--- config.mk ---
export PLATFORM = sky130hd
export DESIGN_NAME = wb_retire_unit
export DESIGN_NICKNAME = d
export VERILOG_FILES = /design/src/rtl/wb_retire_unit_pkg.sv /design/src/rtl/wb_retire_unit_load_extend.sv /design/src/rtl/wb_retire_unit.sv
export SDC_FILE = /design/constraint.sdc
export NUM_CORES = 1
export LEC_CHECK = 0
export BUFFER_PORTS_ARGS = -buffer_cell sky130_fd_sc_hd__buf_2
export CAP_MARGIN = 25
export CORE_ASPECT_RATIO = 1.75
export CORE_MARGIN = 2
export CORE_UTILIZATION = 40
export DETAILED_ROUTE_END_ITERATION = 8
export GPL_ROUTABILITY_DRIVEN = 0
export GPL_TIMING_DRIVEN = 0
export PLACE_DENSITY = 0.73
export SLEW_MARGIN = 40
export SYNTH_ARGS = -nofsm -noshare
export SYNTH_HDL_FRONTEND = slang
export SYNTH_SLANG_ARGS = --single-unit
--- constraint.sdc ---
create_clock -name CLK -period 2.4 [get_ports CLK]
set_clock_uncertainty 0.2 [all_clocks]
set_input_delay 0.12 -clock CLK [delete_from_list [all_inputs] [get_ports CLK]]
set_output_delay 0.12 -clock CLK [all_outputs]
set_load 0.01 [all_outputs]
--- src/rtl/wb_retire_unit_pkg.sv ---
// Shared encodings for the writeback/retire stage: writeback select, load
// extension mode and the halt-drain FSM states.
package wb_retire_unit_pkg;

  typedef enum logic [1:0] {
    WB_ALU  = 2'b00,
    WB_MEM  = 2'b01,
    WB_LINK = 2'b10,
    WB_ZERO = 2'b11
  } wb_sel_e;

  typedef enum logic [1:0] {
    LD_W  = 2'b00,
    LD_BS = 2'b01,
    LD_HS = 2'b10,
    LD_BU = 2'b11
  } ld_mode_e;

  typedef enum logic [1:0] {
    ST_RUN    = 2'b00,
    ST_DRAIN  = 2'b01,
    ST_HALTED = 2'b10
  } state_e;

endpackage

--- src/rtl/wb_retire_unit_load_extend.sv ---
// Load-data extension: passes the word through, or sign/zero-extends the low
// byte or halfword of the raw load data.
module wb_retire_unit_load_extend
  import wb_retire_unit_pkg::*;
#(
  parameter int unsigned DATA_W = 32
) (
  input  logic [DATA_W-1:0] data_i,
  input  logic [1:0]        mode_i,
  output logic [DATA_W-1:0] data_o
);

  always_comb begin
    data_o = data_i;
    case (ld_mode_e'(mode_i))
      LD_W:    data_o = data_i;
      LD_BS:   data_o = {{(DATA_W-8){data_i[7]}}, data_i[7:0]};
      LD_HS:   data_o = {{(DATA_W-16){data_i[15]}}, data_i[15:0]};
      LD_BU:   data_o = {{(DATA_W-8){1'b0}}, data_i[7:0]};
      default: data_o = data_i;
    endcase
  end

endmodule

--- src/rtl/wb_retire_unit.sv ---
// Writeback/retire stage: register-file write port, registered WB->ID
// forwarding entry, saturating retire counter and halt-drain FSM.
module wb_retire_unit
  import wb_retire_unit_pkg::*;
#(
  parameter int unsigned DATA_W     = 32,
  parameter int unsigned ADDR_W     = 5,
  parameter int unsigned CNT_W      = 32,
  parameter int unsigned HALT_DRAIN = 2
) (
  input  logic              CLK,
  input  logic              RST,
  input  logic [1:0]        RWSrc,
  input  logic [1:0]        OPSrc,
  input  logic              RF_WE,
  input  logic              NUM_CHECK,
  input  logic              HALT,
  input  logic [DATA_W-1:0] ALUOUT_MEMWB,
  input  logic [DATA_W-1:0] ADD_PC_MEMWB,
  input  logic [DATA_W-1:0] D_MEM_DI_OUT,
  input  logic [ADDR_W-1:0] WA_MEMWB,
  output logic              RF_WE_OUT,
  output logic [ADDR_W-1:0] RF_WA,
  output logic [DATA_W-1:0] RF_WD,
  output logic              FWD_VALID,
  output logic [ADDR_W-1:0] FWD_WA,
  output logic [DATA_W-1:0] FWD_WD,
  output logic [CNT_W-1:0]  NUM_INST,
  output logic              HALT_OUT
);

  localparam int unsigned DRN_W = (HALT_DRAIN > 1) ? $clog2(HALT_DRAIN + 1) : 1;

  state_e             state_q, state_d;
  logic [DRN_W-1:0]   drain_q, drain_d;
  logic [CNT_W-1:0]   cnt_q, cnt_d;
  logic               halt_q, halt_d;
  logic               fwd_v_q, fwd_v_d;
  logic [ADDR_W-1:0]  fwd_wa_q, fwd_wa_d;
  logic [DATA_W-1:0]  fwd_wd_q, fwd_wd_d;

  logic [DATA_W-1:0]  ld_data;
  logic [DATA_W-1:0]  wd;
  logic               run;
  logic               we;

  wb_retire_unit_load_extend #(
    .DATA_W (DATA_W)
  ) u_load_extend (
    .data_i (D_MEM_DI_OUT),
    .mode_i (OPSrc),
    .data_o (ld_data)
  );

  always_comb begin
    wd = '0;
    case (wb_sel_e'(RWSrc))
      WB_ALU:  wd = ALUOUT_MEMWB;
      WB_MEM:  wd = ld_data;
      WB_LINK: wd = ADD_PC_MEMWB;
      default: wd = '0;
    endcase
  end

  assign run = (state_q == ST_RUN);
  assign we  = RF_WE & NUM_CHECK & ~HALT & (WA_MEMWB != '0) & run & ~RST;

  // A zero drain depth skips DRAIN entirely; HALT_OUT is registered off
  // HALTED, which supplies the final cycle of latency.
  always_comb begin
    state_d = state_q;
    drain_d = drain_q;
    case (state_q)
      ST_RUN: begin
        if (NUM_CHECK && HALT) begin
          if (HALT_DRAIN == 0) begin
            state_d = ST_HALTED;
          end else begin
            state_d = ST_DRAIN;
            drain_d = DRN_W'(HALT_DRAIN);
          end
        end
      end
      ST_DRAIN: begin
        drain_d = drain_q - DRN_W'(1);
        if (drain_q <= DRN_W'(1)) state_d = ST_HALTED;
      end
      default: state_d = ST_HALTED;
    endcase
  end

  always_comb begin
    cnt_d    = cnt_q;
    halt_d   = (state_q == ST_HALTED);
    fwd_v_d  = we;
    fwd_wa_d = fwd_wa_q;
    fwd_wd_d = fwd_wd_q;
    if (NUM_CHECK && run && (cnt_q != '1)) cnt_d = cnt_q + CNT_W'(1);
    if (we) begin
      fwd_wa_d = WA_MEMWB;
      fwd_wd_d = wd;
    end
  end

  always_ff @(posedge CLK) begin
    if (RST) begin
      state_q  <= ST_RUN;
      drain_q  <= '0;
      cnt_q    <= '0;
      halt_q   <= 1'b0;
      fwd_v_q  <= 1'b0;
      fwd_wa_q <= '0;
      fwd_wd_q <= '0;
    end else begin
      state_q  <= state_d;
      drain_q  <= drain_d;
      cnt_q    <= cnt_d;
      halt_q   <= halt_d;
      fwd_v_q  <= fwd_v_d;
      fwd_wa_q <= fwd_wa_d;
      fwd_wd_q <= fwd_wd_d;
    end
  end

  assign RF_WE_OUT = we;
  assign RF_WA     = WA_MEMWB;
  assign RF_WD     = wd;
  assign FWD_VALID = fwd_v_q;
  assign FWD_WA    = fwd_wa_q;
  assign FWD_WD    = fwd_wd_q;
  assign NUM_INST  = cnt_q;
  assign HALT_OUT  = halt_q;

endmodule

==> flow_metrics.env, run 1 <==
export IMPL_status="finished, final reports clean"
export IMPL_ant_nets=0
export IMPL_drc_errors=0
export IMPL_critPathArrivalTime_ps=2310
export IMPL_final_cell_count_no_fill=871
export IMPL_clock_latency_ps=340
export IMPL_post_place_ws_ps=-141.8
export IMPL_first_iter_violations=263
export IMPL_critPathLaunchType="flop"
export IMPL_path_buf_inv=3
export IMPL_hold_viol=0
export IMPL_portBuffers=216
export IMPL_post_place_cells=846
export IMPL_cp_end_kind="flop"
export IMPL_grt_max_degree=12
export IMPL_cp_top_family="simple AND/OR/NAND/NOR gates"
export IMPL_drive_above_1_share_pct=36.46
export IMPL_path_depth=8
export IMPL_setup_worst_path_start="state_q[1]$_SDFFE_PP0P_"
export IMPL_synthArstFlopShare_pct=0
export IMPL_reg2reg_from="state_q[1]$_SDFFE_PP0P_"
export IMPL_root_buffer="clkbuf_16"
export IMPL_firstDrtPassIters=5
export IMPL_dpl_cell_area_sq_um=5261
export IMPL_yosysSeqAreaShare_pct=37.31
export IMPL_maxSlewViolCount=0
export IMPL_grt_overflow=0
export IMPL_nets=855
export IMPL_cts_made_buffers=9
export IMPL_cts_tree="yes"
export IMPL_whs_ps=9.061
export IMPL_finalCritPeriodShare_pct=96.35
export IMPL_n_fill_cell=912
export IMPL_vias=4911
export IMPL_required_ps=2400
export IMPL_cts_num_sinks=75
export IMPL_clk_pin_slew_ps=60
export IMPL_critical_path_class="reg -> reg"
export IMPL_tightest_slew_ps=803.7
export IMPL_finalSetupViolations=0
export IMPL_areaGrowthSynthToFinish_pct=43.28
export IMPL_detailedPlacementHpwl_um=12000
export IMPL_grt_pass1_vias=4646
export IMPL_max_stage_delay_ps=390
export IMPL_multi_input_area_sq_um=2347
export IMPL_routed_via_density=5.638
export IMPL_avgSynthCellArea_sq_um=7.968
export IMPL_rsz0062_at_grt="yes"
export IMPL_p_leak_nw=2.623
export IMPL_synth_edf_count=0
export IMPL_crit_path_max_fanout=10
export IMPL_drv_cap=0
export IMPL_rr_endpoint="FWD_WD[1]$_SDFFE_PP0P_"
export IMPL_core_sq_um=9849
export IMPL_yosys_warnings=0
export IMPL_postRouteWirelength_um=15360
export IMPL_p_per_area_nw_per_um2=569.6
export IMPL_final_min_clock_period_ps=2312
export IMPL_die_w_um=79.82
export IMPL_r2r_slack_ps=90
export IMPL_cts_max_path_buffers=2
export IMPL_worst_ir_drop_vdd_mv=0.5212
export IMPL_dieArea_sq_um=10910
export IMPL_critPathCapture="FWD_WD[1]$_SDFFE_PP0P_"
export IMPL_syn_area_sq_um=4024
export IMPL_synth_cell_types=56
export IMPL_syn_inst=505
export IMPL_seq_area_sq_um=1505
export IMPL_num_rows=48
export IMPL_die_h_um=136.7
export IMPL_reg2reg_depth=8
export IMPL_avgRoutedWirePerCell_um=17.63
export IMPL_crit_path_top_delay_cell="or3b_1"
export IMPL_timing_fmax_mhz=432.4
export IMPL_htreeDepth=3
export IMPL_setup_slack_ps=87.53
export IMPL_totalPowerFinal_mw=3.284
export IMPL_antenna_cells=0
export IMPL_synth_ff_type="dfxtp_1"
export IMPL_ys_seq_elements=75
export IMPL_start_util_pct=40.85
export IMPL_path_cells="or3b_1 > buf_6 > nor4b_4 > o21ai_2 > buf_4 > clkbuf_1 > nor2_1 > nor3_1"
export IMPL_grt_pass1_wl_um=22710
export IMPL_stdcell_area_sq_um=5766
export IMPL_syn_nets=617
export IMPL_grt_use_total_pct=27.19
export IMPL_ios=219
export IMPL_hp_class="in -> reg"
export IMPL_relSlewSlack_pct=46.42
export IMPL_antenna_found_initial=0
## where the power goes
| group | internal (mW) | leakage (nW) | switching (mW) | total (mW) |
|---|---|---|---|---|
| logic | 0.233 | 1.86 | 0.295 | 0.528 |
| clock network | 0.956 | 0.155 | 0.506 | 1.46 |
| registers | 1.28 | 0.608 | 0.0195 | 1.29 |
## per-stage QoR
| step | utilization (%) | setup TNS [ps] |
|---|---|---|
| global placement | 53.42 | -592.6 |
| detailed placement | 53.42 | -1245 |
| floorplan | - | 0 |
| CTS | 57.98 | -15.95 |
| global route | 58.54 | -25.64 |
| finish | 58.54 | 0 |
## layout make-up
class / instances / share of cell area, %
multi-input cells: 382 / 40.71
flip-flops and latches: 75 / 26.11
repair buffers: 228 / 20.77
clock buffers: 12 / 4.449
plain buffers: 40 / 3.754
well taps: 125 / 2.713
clock inverters: 2 / 1.042
inverters: 7 / 0.4557
## state kept, by name, summed over array words and instances (netlist names)
signal     flops
drain_q        2
NUM_INST      32
FWD_WA         5
state_q        2
HALT_OUT       1
FWD_WD        32
FWD_VALID      1
## placed cells by master, fill, tap and decap left out, types with 2 or more instances in the layout
master         instances
a311oi_1               3
clkbuf_1              24
mux2_2                 2
or4_1                  7
bufinv_16              2
buf_4                 14
clkbuf_8               2
nor2_1                93
dfxtp_1               72
or2_2                  3
and3_1                 3
inv_1                  5
nor2b_1                6
o21ai_0               24
nand3b_1               2
clkbuf_16              9
buf_6                  4
nand4_1                9
and2_1                 6
o32ai_1               17
or3_1                 13
a22oi_1                2
buf_2                216
mux2i_1               32
o22ai_1                7
dfxtp_2                3
dlygate4sd3_1          8
o2111ai_1              2
xor2_1                 3
nand2b_1               4
nor4_4                 2
and4_1                 5
nor3_1                33
nand3_1                9
o31ai_1                5
nand2_1               31
a21oi_1               35
## worst min path at each step
stage	start	end	slack, ps	cells after the start
2_1_floorplan	WA_MEMWB[0]	FWD_WA[0]$_SDFFE_PP0P_	60	2
3_3_place_gp	WA_MEMWB[2]	FWD_WA[2]$_SDFFE_PP0P_	180	3
3_5_place_dp	WA_MEMWB[2]	FWD_WA[2]$_SDFFE_PP0P_	200	3
4_1_cts	D_MEM_DI_OUT[0]	FWD_WD[0]$_SDFFE_PP0P_	0.5	5
5_1_grt	RST	NUM_INST[9]$_SDFFE_PP0P_	30	3
6_report	D_MEM_DI_OUT[0]	FWD_WD[0]$_SDFFE_PP0P_	9	5
## routing by layer
layer | vias to the layer above | wire, um | track usage [%]
met5 | - | 0 | 0
met4 | 0 | 432 | 10.55
met3 | 38 | 1260 | 6.860
met2 | 263 | 8404 | 52.15
met1 | 2305 | 5263 | 27.39
li1 | 2305 | - | -
## cells in the mapped netlist (all sizes together) (3+ instances only)
cell / n / area [sq um]
a21oi: 35 / 175.2
a311oi: 3 / 26.28
and2: 6 / 37.54
and3: 3 / 18.77
and4: 7 / 61.31
buf: 15 / 100.1
clkbuf: 26 / 98.84
dfxtp: 75 / 1501
inv: 6 / 22.52
mux2i: 32 / 320.3
nand2: 31 / 116.4
nand2b: 4 / 25.02
nand3: 9 / 45.04
nand4: 9 / 56.30
nor2: 93 / 349.1
nor2b: 6 / 37.54
nor3: 34 / 170.2
nor4: 3 / 31.28
o2111ai: 3 / 43.80
o21ai: 25 / 128.9
o22ai: 7 / 43.79
o31ai: 6 / 50.05
o32ai: 17 / 148.9
or2: 3 / 18.77
or3: 13 / 81.33
or4: 7 / 52.55
xor2: 3 / 26.28
## worst register-to-register path: cells and delay by family (launching register included)
kind	cells	cell delay, ps
AOI/OAI and AO/OA	1	130
and+or+nand+nor	4	960
DFF	1	350
buffers and inverters	3	530
## what timing repair did
item,in CTS,in global routing
hold buffers,8,0
endpoints found under the hold margin,10,0
pin swaps,1,2
gates resized for setup,10,14
setup buffers,2,2
endpoints found under the setup margin,29,40
## logic make-up after synthesis
logic type,count (synthesis),synth area share (%)
and+or+nand+nor,237,29.88
AOI/OAI and AO/OA,105,17.20
DFF,75,37.31
buffers and inverters,48,5.597
muxes,34,8.520
xor gates and xnor gates,4,0.8708
adders and majority gates,2,0.6218
No activity file was read; power rests on OpenSTA's default activity.
==> run 2: changes to the inputs <==
--- a/config.mk
+++ b/config.mk
@@ -13,6 +13,7 @@
 export DETAILED_ROUTE_END_ITERATION = 8
 export GPL_ROUTABILITY_DRIVEN = 0
 export GPL_TIMING_DRIVEN = 0
+export HOLD_SLACK_MARGIN = 0.06
 export PLACE_DENSITY = 0.73
 export SLEW_MARGIN = 40
 export SYNTH_ARGS = -nofsm -noshare
==> run 2 against run 1 <==
  * Largest power group unchanged
  * Worst setup slack improved by 2.1 ps
  * Design area grew 2.3%
  * Via count rose by 0.81%
  * Register-to-register slack about the same
==> flow_metrics.env, run 2 (same netlist as run 1, synthesis figures left out) <==
export IMPL_status="finished, final reports clean"
export IMPL_grt_pass1_wl_um=23200
export IMPL_cts_num_sinks=75
export IMPL_grt_pass1_vias=4760
export IMPL_cts_tree="yes"
export IMPL_rsz0062_at_grt="yes"
export IMPL_cts_made_buffers=9
export IMPL_p_per_area_nw_per_um2=559.5
export IMPL_whs_ps=49.40
export IMPL_grt_max_degree=12
export IMPL_tightest_slew_ps=792.3
export IMPL_worst_ir_drop_vdd_mv=0.5206
export IMPL_num_rows=48
export IMPL_die_h_um=136.7
export IMPL_clock_latency_ps=340
export IMPL_timing_fmax_mhz=432.8
export IMPL_htreeDepth=3
export IMPL_first_iter_violations=281
export IMPL_setup_slack_ps=89.64
export IMPL_drv_cap=0
export IMPL_grt_overflow=0
export IMPL_root_buffer="clkbuf_16"
export IMPL_critical_path_class="reg -> reg"
export IMPL_layout_commonest_cell="buf_2"
export IMPL_post_place_ws_ps=-141.8
export IMPL_hp_class="in -> reg"
export IMPL_tns_ps=0
export IMPL_finish_utilization_pct=59.86
export IMPL_start_util_pct=40.85
export IMPL_clk_pin_slew_ps=60
export IMPL_critPathLaunchType="flop"
export IMPL_ant_nets=0
export IMPL_n_fill_cell=890
export IMPL_cts_max_path_buffers=2
export IMPL_drive_above_1_share_pct=35.84
export IMPL_critPathArrivalTime_ps=2310
export IMPL_ios=219
export IMPL_layout_common_cells="buf_2 (216), nor2_1 (93), dfxtp_1 (72)"
export IMPL_postRouteWirelength_um=15530
export IMPL_detailedPlacementHpwl_um=12000
export IMPL_dieArea_sq_um=10910
export IMPL_crit_path_max_fanout=10
export IMPL_avgRoutedWirePerCell_um=17.56
export IMPL_vias=4951
export IMPL_maxSlewViolCount=0
export IMPL_antenna_found_initial=0
export IMPL_routed_via_density=5.601
export IMPL_core_sq_um=9849
export IMPL_firstDrtPassIters=5
export IMPL_nets=868
export IMPL_relSlewSlack_pct=47.18
export IMPL_finalCritPeriodShare_pct=96.27
export IMPL_required_ps=2400
export IMPL_finalSetupViolations=0
export IMPL_portBuffers=216
export IMPL_areaGrowthSynthToFinish_pct=46.52
export IMPL_final_min_clock_period_ps=2310
export IMPL_drc_errors=0
export IMPL_grt_use_total_pct=27.75
export IMPL_cp_end_kind="flop"
export IMPL_p_leak_nw=2.678
export IMPL_hold_viol=0
export IMPL_die_w_um=79.82
export IMPL_antenna_cells=0
run 2: changes by cell type in the layout (fill, tap and decap cells not counted):
| cell | change |
|---|---|
| dlygate4sd3_1 | +13 |
run 2: final timing paths:
kind	slack [ps]	startpoint	depth (start not counted)	to
hold / removal	50	NUM_CHECK	4	NUM_INST[1]$_SDFFE_PP0P_
hold reg to reg	260	FWD_WA[1]$_SDFFE_PP0P_	2	FWD_WA[1]$_SDFFE_PP0P_
setup reg to reg	90	state_q[1]$_SDFFE_PP0P_	9	FWD_WD[12]$_SDFFE_PP0P_
setup / recovery	90	state_q[1]$_SDFFE_PP0P_	9	FWD_WD[12]$_SDFFE_PP0P_
run 2: layer usage:
metal | vias to the layer above | global-route usage [%] | part of all wire [%]
met2 | 291 | 53.22 | 54
met1 | 2292 | 27.92 | 34
li1 | 2328 | - | -
met4 | 0 | 11.11 | 3.1
met5 | - | 0 | 0
met3 | 40 | 6.794 | 8.3
run 2: repair_timing:
action,in CTS,in global routing
setup endpoints to repair,29,41
gates resized for setup,10,14
hold buffers,21,0
pin swaps,1,2
setup buffers,2,2
hold endpoints to repair,24,0
run 2: layout make-up:
| cell class | count | area (sq um) | share of cell area, % |
|---|---|---|---|
| multi-input combinational | 382 | 2347 | 39.81 |
| sequential | 75 | 1505 | 25.53 |
| timing repair buffer | 241 | 1328 | 22.52 |
| clock buffer | 12 | 256.5 | 4.351 |
| buffer | 40 | 216.5 | 3.671 |
| tap | 125 | 156.4 | 2.653 |
| clock inverter | 2 | 60.06 | 1.019 |
| inverter | 7 | 26.28 | 0.4457 |
run 2: per-stage QoR:
stage / power [mW] / cells / area, sq um
2_1_floorplan: 1.578 / 505 / 4024
3_3_place_gp: 1.813 / 846 / 5261
3_5_place_dp: 1.825 / 846 / 5261
4_1_cts: 3.309 / 883 / 5841
5_1_grt: 3.425 / 884 / 5896
6_report: 3.298 / 884 / 5896
run 2: critical path, cell delays in order (launching register included):
cell and delay (ps):
dfxtp_2 350, or3b_1 390, buf_6 140, nor4b_4 280
o21ai_2 130, buf_4 150, buf_4 170, buf_4 180
nor2_1 120, nor3_1 60
run 2: power by group:
group          internal, mW  leakage (nW)  switching (mW)
registers              1.28         0.608          0.0195
clock network         0.956         0.155           0.504
logic                 0.246          1.91           0.297
total                  2.48          2.68           0.821
==> run 3: changes to the inputs <==
--- a/config.mk
+++ b/config.mk
@@ -5,6 +5,7 @@
 export SDC_FILE = /design/constraint.sdc
 export NUM_CORES = 1
 export LEC_CHECK = 0
+export ABC_AREA = 1
 export BUFFER_PORTS_ARGS = -buffer_cell sky130_fd_sc_hd__buf_2
 export CAP_MARGIN = 25
 export CORE_ASPECT_RATIO = 1.75
@@ -14,7 +15,7 @@
 export GPL_ROUTABILITY_DRIVEN = 0
 export GPL_TIMING_DRIVEN = 0
 export HOLD_SLACK_MARGIN = 0.06
-export PLACE_DENSITY = 0.73
+export PLACE_DENSITY = 0.71
 export SLEW_MARGIN = 40
 export SYNTH_ARGS = -nofsm -noshare
 export SYNTH_HDL_FRONTEND = slang
==> run 3 against run 2 <==
  * Critical endpoint is now RF_WE_OUT
  * Design area is 16% higher
  * Hold slack better by 220 ps
  * Synthesized area is 13% higher
==> flow_metrics.env, run 3 <==
export IMPL_status="finished, final reports clean"
export IMPL_finalSetupViolations=0
export IMPL_ant_nets=0
export IMPL_grt_max_degree=12
export IMPL_totalPowerFinal_mw=3.231
export IMPL_postRouteWirelength_um=17190
export IMPL_antenna_found_initial=0
export IMPL_yosysSeqAreaShare_pct=32.95
export IMPL_hold_viol=0
export IMPL_rsz0062_at_grt="no"
export IMPL_firstDrtPassIters=7
export IMPL_dpl_cell_area_sq_um=5808
export IMPL_grt_pass1_vias=5736
export IMPL_grt_pass1_wl_um=27120
export IMPL_relSlewSlack_pct=51.80
export IMPL_layout_commonest_cell="buf_2"
export IMPL_syn_nets=804
export IMPL_clock_latency_ps=330
export IMPL_die_w_um=84.69
export IMPL_p_clk_share_pct=38.9
export IMPL_nets=1106
export IMPL_synthArstFlopShare_pct=0
export IMPL_setup_slack_ps=141.8
export IMPL_yosysMostFrequentCell="nand2_1"
export IMPL_drc_errors=0
export IMPL_cts_tree="yes"
export IMPL_antenna_cells=0
export IMPL_cts_made_buffers=9
export IMPL_n_fill_cell=1068
export IMPL_maxSlewViolCount=0
export IMPL_synth_edf_count=0
export IMPL_ios=219
export IMPL_critPathLaunchType="primary input"
export IMPL_clk_pin_slew_ps=60
export IMPL_cts_num_sinks=75
export IMPL_yosysTopAreaCell="dfxtp_1"
export IMPL_crit_top_cell="buf_4"
export IMPL_num_rows=51
export IMPL_syn_inst=692
export IMPL_p_seq_share_pct=40.2
export IMPL_required_ps=2080
export IMPL_synth_common_cells="nand2_1 (209), nor2_1 (105), dfxtp_1 (75)"
export IMPL_timing_fmax_mhz=442.8
export IMPL_grt_overflow=0
export IMPL_cts_max_path_buffers=2
export IMPL_p_per_area_nw_per_um2=473.4
export IMPL_p_comb_share_pct=20.9
export IMPL_stdcell_area_sq_um=6825
export IMPL_drv_cap=0
export IMPL_core_sq_um=11100
export IMPL_hp_class="reg -> reg"
export IMPL_post_place_cells=1041
export IMPL_root_buffer="clkbuf_16"
export IMPL_die_h_um=145.2
export IMPL_synth_cell_types=36
export IMPL_p_int_mw=2.358
export IMPL_avgRoutedWirePerCell_um=15.20
export IMPL_p_leak_nw=3.279
export IMPL_final_cell_count_no_fill=1131
export IMPL_path_cells="dlygate4sd3_1 > clkbuf_1 > nor3b_2 > nand2_2 > nor2_1 > buf_4 > buf_4 > buf_2"
export IMPL_crit_path_max_fanout=10
export IMPL_cp_end_kind="primary output"
export IMPL_routed_via_density=5.065
export IMPL_dieArea_sq_um=12300
export IMPL_layout_common_cells="buf_2 (220), nand2_1 (209), nor2_1 (105)"
export IMPL_grt_use_total_pct=27.43
export IMPL_portBuffers=217
export IMPL_detailedPlacementHpwl_um=13130
export IMPL_post_place_ws_ps=181.6
export IMPL_critPathArrivalTime_ps=1940
export IMPL_vias=5729
export IMPL_final_min_clock_period_ps=2258
export IMPL_switching_share_pct=27.03
export IMPL_ys_seq_elements=75
export IMPL_crit_path_top_delay_cell="dlygate4sd3_1"
export IMPL_syn_area_sq_um=4557
export IMPL_p_switching_uw=873.4
export IMPL_avgSynthCellArea_sq_um=6.585
export IMPL_tns_ps=0
export IMPL_max_stage_delay_ps=530
export IMPL_netlist_area_leader_share_pct=32.95
export IMPL_yosys_warnings=0
export IMPL_drive_above_1_share_pct=31.53
export IMPL_htreeDepth=3
export IMPL_synth_ff_type="dfxtp_1"
export IMPL_critical_path_class="in -> out"
export IMPL_first_iter_violations=189
export IMPL_start_util_pct=41.04
export IMPL_worst_ir_drop_vdd_mv=0.3893
export IMPL_tightest_slew_ps=722.9
export IMPL_finalCritPeriodShare_pct=94.09
export IMPL_synthTopCellsByArea="dfxtp_1 (33%), nand2_1 (17%), nor2_1 (8.6%), a21oi_2 (4.6%), nand3_1 (4.0%)"
export IMPL_areaGrowthSynthToFinish_pct=49.78
[run 3: cell count changes after synthesis, moves of 17 or more]
cell,delta
a21oi_2,+24
inv_1,+39
mux2i_1,-32
nand2_1,+178
nand2_2,+20
nand3_1,+27
nor3_1,-32
o211ai_1,+17
o21ai_1,+20
o32ai_1,-17
[run 3: timing repair]
item / in CTS / in global routing
endpoints found under the setup margin: 0 / 1
hold endpoints to repair: 42 / 1
hold buffers: 72 / 1
buffers inserted: 0 / 1
gates resized for setup: 0 / 1
[run 3: layer usage]
metal	track usage (%)	routed length, um	up-vias	share of wire (%)
met5	0	0	-	0
met4	15.95	902	0	5.2
met3	4.152	946	59	5.5
met2	53.58	9523	269	55
met1	25.78	5821	2570	34
li1	-	-	2831	-
[run 3: power groups by stage]
stage | Clock (mW) | Combinational [mW] | Sequential, mW
final | 1.26 | 0.676 | 1.30
after global routing | 1.33 | 0.730 | 1.30
after CTS | 1.27 | 0.660 | 1.30
after detailed placement | 0 | 0.540 | 1.32
after global placement | 0 | 0.538 | 1.32
after floorplan | 0 | 0.280 | 1.33
[run 3: critical path, delay by kind of cell]
| family | cells | cell delay, ps |
|---|---|---|
| buffers and inverters | 5 | 1340 |
| AND/OR/NAND/NOR | 3 | 460 |
[run 3: final cells by class]
cell class                      count  area [sq um]  area share [%]
Clock buffer                       14         264.0           3.868
Timing Repair Buffer              291          1824           26.73
Clock inverter                      2         10.01          0.1467
Multi-Input combinational cell    534          2636           38.63
Sequential cell                    75          1501           22.00
Tap cell                          132         165.2           2.420
Buffer                             36         245.2           3.593
Inverter                           47         178.9           2.621
[run 3: logic make-up after synthesis]
| logic type | after synthesis | synth area share, % |
|---|---|---|
| AND/OR/NAND/NOR | 398 | 37.62 |
| AO/OA/AOI/OAI | 121 | 17.08 |
| buffers and inverters | 83 | 9.308 |
| flip-flops | 75 | 32.95 |
| XOR/XNOR | 13 | 2.499 |
| adder cells (fa/ha/maj) | 2 | 0.5491 |
[run 3: per-stage QoR]
stage	utilization (%)	hold slack [ps]
6_report	61.47	264.4
5_1_grt	61.47	282.9
4_1_cts	61.27	60.76
3_5_place_dp	52.31	192.1
3_3_place_gp	52.31	181.7
2_1_floorplan	-	48.19
[run 3: worst paths after layout]
| kind | startpoint | endpoint | slack, ps | cells after the start |
|---|---|---|---|---|
| setup / recovery | RST | RF_WE_OUT | 140 | 8 |
| hold / removal | FWD_WA[3]$_SDFFE_PP0P_ | FWD_WA[3]$_SDFFE_PP0P_ | 260 | 2 |
| setup reg to reg | NUM_INST[0]$_SDFFE_PP0P_ | NUM_INST[26]$_SDFFE_PP0P_ | 160 | 11 |
| hold reg to reg | FWD_WA[3]$_SDFFE_PP0P_ | FWD_WA[3]$_SDFFE_PP0P_ | 260 | 2 |
